**src/rtl/ysyx_25020037_ifu.sv**
```systemverilog
// Instruction fetch unit: one AXI4-Lite read per instruction, then a
// valid/ready hand-off of {pc, inst} to the decoder. Faults park it in HALT.
module ysyx_25020037_ifu #(
    parameter logic [31:0] RESET_PC    = 32'h3000_0000,
    parameter int          TIMEOUT_CYC = 1024
) (
    input  logic        clk,
    input  logic        rst,
    input  logic        npc_valid,
    input  logic [31:0] npc,
    output logic [31:0] araddr,
    output logic        arvalid,
    input  logic        arready,
    input  logic [31:0] rdata,
    input  logic [1:0]  rresp,
    input  logic        rvalid,
    output logic        rready,
    output logic [31:0] pc,
    output logic [31:0] inst,
    output logic        ifu_rvalid,
    input  logic        idu_ready,
    output logic        fetch_err,
    output logic [31:0] fetch_cnt
);

    localparam int TW = $clog2(TIMEOUT_CYC) + 1;
    localparam logic [TW-1:0] TMAX = TW'(TIMEOUT_CYC - 1);

    typedef enum logic [2:0] {
        IDLE,
        AR,
        R,
        DELIVER,
        WAIT,
        HALT
    } state_t;

    state_t        state;
    logic [TW-1:0] tcnt;
    logic [31:0]   npc_buf;
    logic          npc_pend;
    logic          take;
    logic [31:0]   tgt;

    // A fresh redirect in WAIT wins over an older latched one.
    assign take   = npc_valid | npc_pend;
    assign tgt    = npc_valid ? npc : npc_buf;
    assign araddr = pc;

    always_ff @(posedge clk or posedge rst) begin
        if (rst) begin
            state      <= IDLE;
            pc         <= RESET_PC;
            inst       <= 32'h0;
            arvalid    <= 1'b0;
            rready     <= 1'b0;
            ifu_rvalid <= 1'b0;
            fetch_err  <= 1'b0;
            fetch_cnt  <= 32'h0;
            npc_pend   <= 1'b0;
            npc_buf    <= 32'h0;
            tcnt       <= '0;
        end else begin
            if (npc_valid && state != WAIT) begin
                npc_buf  <= npc;
                npc_pend <= 1'b1;
            end
            case (state)
                IDLE: begin
                    state   <= AR;
                    arvalid <= 1'b1;
                    tcnt    <= '0;
                end
                AR: begin
                    tcnt <= tcnt + 1'b1;
                    if (tcnt == TMAX) begin
                        fetch_err <= 1'b1;
                        arvalid   <= 1'b0;
                        state     <= HALT;
                    end else if (arready) begin
                        arvalid <= 1'b0;
                        rready  <= 1'b1;
                        state   <= R;
                    end
                end
                R: begin
                    tcnt <= tcnt + 1'b1;
                    if (rvalid) begin
                        rready <= 1'b0;
                        if (rresp == 2'b00) begin
                            inst       <= rdata;
                            ifu_rvalid <= 1'b1;
                            state      <= DELIVER;
                        end else begin
                            fetch_err <= 1'b1;
                            state     <= HALT;
                        end
                    end else if (tcnt == TMAX) begin
                        fetch_err <= 1'b1;
                        rready    <= 1'b0;
                        state     <= HALT;
                    end
                end
                DELIVER: begin
                    if (idu_ready) begin
                        ifu_rvalid <= 1'b0;
                        fetch_cnt  <= fetch_cnt + 32'd1;
                        state      <= WAIT;
                    end
                end
                WAIT: begin
                    if (take) begin
                        npc_pend <= 1'b0;
                        if (tgt[1:0] != 2'b00) begin
                            fetch_err <= 1'b1;
                            state     <= HALT;
                        end else begin
                            pc      <= tgt;
                            arvalid <= 1'b1;
                            tcnt    <= '0;
                            state   <= AR;
                        end
                    end
                end
                HALT: begin
                    arvalid    <= 1'b0;
                    rready     <= 1'b0;
                    ifu_rvalid <= 1'b0;
                end
                default: state <= HALT;
            endcase
        end
    end

endmodule
```
**config.mk**
```make
export PLATFORM = sky130hd
export DESIGN_NAME = ysyx_25020037_ifu
export DESIGN_NICKNAME = d
export VERILOG_FILES = /design/src/rtl/ysyx_25020037_ifu.sv
export SDC_FILE = /design/constraint.sdc
export NUM_CORES = 1
export LEC_CHECK = 0
export CAP_MARGIN = 20
export CORE_ASPECT_RATIO = 0.8
export CORE_MARGIN = 2
export CORE_UTILIZATION = 42
export CTS_BUF_LIST = sky130_fd_sc_hd__clkbuf_16
export DETAILED_ROUTE_END_ITERATION = 8
export PLACE_DENSITY_LB_ADDON = 0.05
export SKIP_LAST_GASP = 1
export SYNTH_ARGS = -nofsm -noshare
export SYNTH_HDL_FRONTEND = slang
export SYNTH_SLANG_ARGS = --single-unit
export TNS_END_PERCENT = 1
```
**constraint.sdc**
```tcl
create_clock -name clk -period 5.4 [get_ports clk]
set_clock_uncertainty 0.2 [all_clocks]
set_input_delay 1.08 -clock clk [delete_from_list [all_inputs] [get_ports clk]]
set_output_delay 1.08 -clock clk [all_outputs]
set_load 0.1 [all_outputs]
```
==> reports/results.ini, run 1 <==
[logic_synthesis]
async_reset_ff_frac = 1.00
postSynthAreaPerCell_um2 = 12.1
synthesis.area_um2 = 6800
synth_area_leaders = dfrtp_1, mux2_2, mux2i_1
synth_top_flop_cell = dfrtp_1
synth_top_area_frac = 0.534
yosys-top-cells-count = dfrtp_1, mux2_2, nand2_1
synth-seq-cells = 147
syn_nets = 637
ys_warn_count = 0
synth_cell_types = 56
synth_most_common_cell = dfrtp_1
syn_inst = 563
yosysSeqAreaShare = 0.542
synth_top_cell_by_area = dfrtp_1
synth_edf_count = 0

[grt]
grt_pass1_vias = 4868
grt_use_met3 = 0.0694
gr-total-overflow = 0
grt_pass1_wl_mm = 25.5
grt_use_total = 0.185
met1_usage = 0.233
grt_max_degree = 75
antenna_found_initial = 0
met2_usage = 0.303
busiest_layer = met2

[min_path]
holdPathStages = 1
min_path_type = flip-flop to flip-flop

[finish]
final_nets = 807
antenna_cells = 0
syn2layout_area_growth_pct = 38.7
drive_above_1_share = 0.168

[critical_path]
path_class = flip-flop to output port
critical_path.top_delay_family = buffers and inverters
cpPeakStageDelay_ns = 1.13
crit_slowest_cell = clkdlybuf4s50_1
worstSetupStartpointType = flip-flop
cp-end-kind = output port
cp_max_fo = 3
worst-path-buf-inv = 1
reg2reg_depth = 5
cp_cell_sequence = clkdlybuf4s50_1
cp_data_arrival_time_ns = 2.11
crit_required_ns = 4.12
cp.depth = 1

[timing]
fin_crit_ns = 3.39
relSlewSlack = 0.313
rsz0062_at_grt = no
fin_setup_tns_ns = 0
max_freq_ghz = 0.295
timing.hold.ws_ns = 0.271
final_max_slew_viol_count = 0
setup_viol_count_final = 0
finalCritPeriodShare = 0.627
hold_viol = 0
worst_slew_pin_slew_ns = 1.03

[clock_tree]
cts_tree = built
clk_latency_ns = 0.42
ctsHoldBuffers = 0
h-tree-depth = 4
clockBufferDepth = 2
clockRootBuffer = clkbuf_16
cts_sinks = 147
postCtsResizedCells = 0
clk_pin_slew_ns = 0.06
cts_setup_buffers = 0
cts_buffers = 17

[routing]
wl_per_cell_um = 16.1
drt_iter0_drc = 206
ant_nets = 0
num_vias = 4850
dr.pass1.iters = 4
routed_wl_mm = 15.5
drc = 0
vias_per_cell = 5.05

[place]
portBuffers = 203
dp_hpwl_mm = 11.0
gp_congestion = 0.828

[run]
cap_violations = 0

[die]
start_util = 0.430
core_um2 = 15800
fp-row-count = 41
die_y_um = 118
die_w_um = 146
io_pins = 204
die_area_um2 = 17200

[run_status]
outcome = completed

[metal layers]
metal,up-vias,part of all wire
met2,136,0.48
li1,2307,-
met5,-,0
met1,2393,0.43
met4,0,0.0092
met3,14,0.083
[through the flow]
| step | utilization | instances | setup WS, ns | instance area (um2) |
|---|---|---|---|---|
| 6_report | 0.597 | 961 | 2.01 | 9430 |
| 5_1_grt | 0.597 | 961 | 1.95 | 9430 |
| 4_1_cts | 0.597 | 961 | 1.98 | 9430 |
| 3_5_place_dp | 0.555 | 929 | 1.81 | 8770 |
| 3_3_place_gp | 0.555 | 929 | 1.94 | 8770 |
| 2_1_floorplan | - | 563 | 0.172 | 6800 |
[sequential cells by signal, indices dropped and copies added (netlist names)]
name / cells
tcnt: 11
fetch_err: 1
ifu_rvalid: 1
npc_buf: 32
inst: 32
arvalid: 1
npc_pend: 1
state: 3
rready: 1
araddr: 32
fetch_cnt: 32
[area by class of cell]
class                           count  area [um2]
Clock inverter                     15         228
Timing Repair Buffer              208        2060
Clock buffer                       17         425
Fill cell                        1335        6370
Inverter                            6        27.5
Tap cell                          215         269
Sequential cell                   147        3680
Multi-Input combinational cell    353        2730
[path summary, 6_finish.rpt]
| check | from | to | slack [ns] |
|---|---|---|---|
| setup / recovery | araddr[29] | araddr[29] | 2.01 |
| hold / removal | fetch_cnt[31] | fetch_cnt[31] | 0.27 |
| setup reg to reg | state[1] | npc_buf[12] | 2.30 |
| hold reg to reg | fetch_cnt[31] | fetch_cnt[31] | 0.27 |
| max in group asynchronous | rst | inst[7] | 3.05 |
| min in group asynchronous | rst | npc_buf[24] | 0.95 |
[cells by family (layout without fill, tap and decap cells)]
group | after synthesis | after routing | share of synthesized area
buffers and inverters | 63 | 246 | 0.0580
XOR/XNOR | 32 | 32 | 0.0412
AND/OR/NAND/NOR | 141 | 141 | 0.122
multiplexers | 99 | 99 | 0.158
flip-flops | 147 | 147 | 0.542
AO/OA/AOI/OAI | 76 | 76 | 0.0709
adder cells (fa/ha/maj) | 5 | 5 | 0.00810
[layout by cell type (no fill, tap or decap), drive strengths merged, types with 4 or more instances in the layout]
master,count
inv,11
bufinv,5
buf,6
xnor2,30
nand2,47
clkbuf,17
nand3,18
and2,7
nor3,8
a21oi,10
and3,6
and4,8
o21ai,38
mux2i,31
nand4,15
mux2,68
clkdlybuf4s50,202
nor2b,4
dfrtp,145
nor2,15
Power of run 1 is not shown: default switching activity piles up to over one toggle a cycle in this logic, so the estimate is an artifact.
==> run 2: changes to the inputs <==
==> constraint.sdc (replaced) <==
create_clock -name clk -period 2.73 [get_ports clk]
set_clock_uncertainty 0.2 [all_clocks]
set_input_delay 0.546 -clock clk [delete_from_list [all_inputs] [get_ports clk]]
set_output_delay 0.546 -clock clk [all_outputs]
set_load 0.1 [all_outputs]
==> run 2 against run 1 <==
Setup slack got worse by 1.4 ns. Utilization fell by 2.1 points. Worst hold slack got worse by 0.096 ns. Via count rose by 1.2%. Register-to-register slack got worse by 1.7 ns.
==> reports/results.ini, run 2 (synthesis gave the netlist of run 1 again) <==
[clock_tree]
cts_sinks = 147
cts_tree = built
cts_buffers = 17
clockBufferDepth = 2
ctsHoldBuffers = 0
clk_latency_ns = 0.42
clockRootBuffer = clkbuf_16
cts_setup_buffers = 0
postCtsResizedCells = 0
h-tree-depth = 4
clk_pin_slew_ns = 0.06

[timing]
finalCritPeriodShare = 0.780
rsz0062_at_grt = no
max_freq_ghz = 0.470
worst_slew_pin_slew_ns = 0.634
final_max_slew_viol_count = 0
setup_viol_count_final = 0
fin_setup_tns_ns = 0
hold_viol = 0
fin_crit_ns = 2.13
relSlewSlack = 0.577

[finish]
layout_commonest_cell = dfrtp_1
final_nets = 816
nFillCells = 1343
syn2layout_area_growth_pct = 33.9
antenna_cells = 0
drive_above_1_share = 0.344
layout_common_cells = dfrtp_1, buf_4, clkdlybuf4s50_1

[critical_path]
path_class = input port to flip-flop
cp_data_arrival_time_ns = 2.23
crit_slowest_cell = clkdlybuf4s50_1
cp_max_fo = 7
cp-end-kind = flip-flop
worstSetupStartpointType = input port
cpPeakStageDelay_ns = 0.47
cp_cell_sequence = clkdlybuf4s50_1 -> nor3b_4 -> o21ai_0 -> a21oi_1 -> mux2_2
crit_required_ns = 2.83

[grt]
gr-total-overflow = 0
antenna_found_initial = 0
grt_max_degree = 58
grt_pass1_wl_mm = 25.6
grt_pass1_vias = 4918
grt_use_total = 0.185

[routing]
drt_iter0_drc = 233
routed_wl_mm = 15.3
vias_per_cell = 5.06
ant_nets = 0
drc = 0
dr.pass1.iters = 4
num_vias = 4908
wl_per_cell_um = 15.8

[die]
io_pins = 204
core_um2 = 15800
start_util = 0.430
die_area_um2 = 17200
fp-row-count = 41
die_w_um = 146
die_y_um = 118

[min_path]
min_path_type = input port to asynchronous set/reset pin

[run_status]
outcome = completed

[place]
gp_congestion = 0.818
dp_hpwl_mm = 11.0
portBuffers = 203

[run]
cap_violations = 0

-- run 2: per-stage QoR --
step	util	setup WS, ns	area (um2)	hold slack [ns]	instances
3_5_place_dp	0.541	0.181	8550	0.269	938
6_report	0.576	0.600	9100	0.174	970
5_1_grt	0.576	0.505	9100	0.157	970
2_1_floorplan	-	0.139	6800	0.279	563
3_3_place_gp	0.541	0.206	8550	0.269	938
4_1_cts	0.576	0.629	9100	0.158	970
-- run 2: critical path, delay by kind of cell --
family | cells | cell delay (ns)
AO/OA/AOI/OAI | 2 | 0.45
buffers and inverters | 1 | 0.47
multiplexers | 1 | 0.35
AND/OR/NAND/NOR | 1 | 0.43
-- run 2: metal layers --
| metal | vias up | track usage | share of wire |
|---|---|---|---|
| met5 | - | 0 | 0 |
| met3 | 10 | 0.0643 | 0.069 |
| met4 | 0 | 0.0492 | 0.0079 |
| met1 | 2419 | 0.242 | 0.44 |
| met2 | 149 | 0.295 | 0.48 |
| li1 | 2330 | - | - |
-- run 2: final timing paths --
kind                       startpoint            end  depth (start not counted)  slack [ns]
max                            npc[0]        tcnt[9]                          5        0.60
min                               rst       inst[12]                          2        0.17
max reg2reg                  state[2]  fetch_cnt[19]                          4        0.62
min reg2reg                 fetch_err      fetch_err                          1        0.28
max in group asynchronous         rst      araddr[4]                          3        1.35
min in group clk            fetch_err      fetch_err                          1        0.28
-- run 2: layout make-up --
| type | count | area, um2 | area share |
|---|---|---|---|
| Multi-Input combinational cell | 353 | 2730 | 0.300 |
| Inverter | 6 | 26.3 | 0.00289 |
| Clock buffer | 17 | 425 | 0.0468 |
| Sequential cell | 147 | 3680 | 0.405 |
| Tap cell | 215 | 269 | 0.0296 |
| Timing Repair Buffer | 217 | 1840 | 0.202 |
| Clock inverter | 15 | 126 | 0.0139 |
Power of run 2 is left out for the same reason.
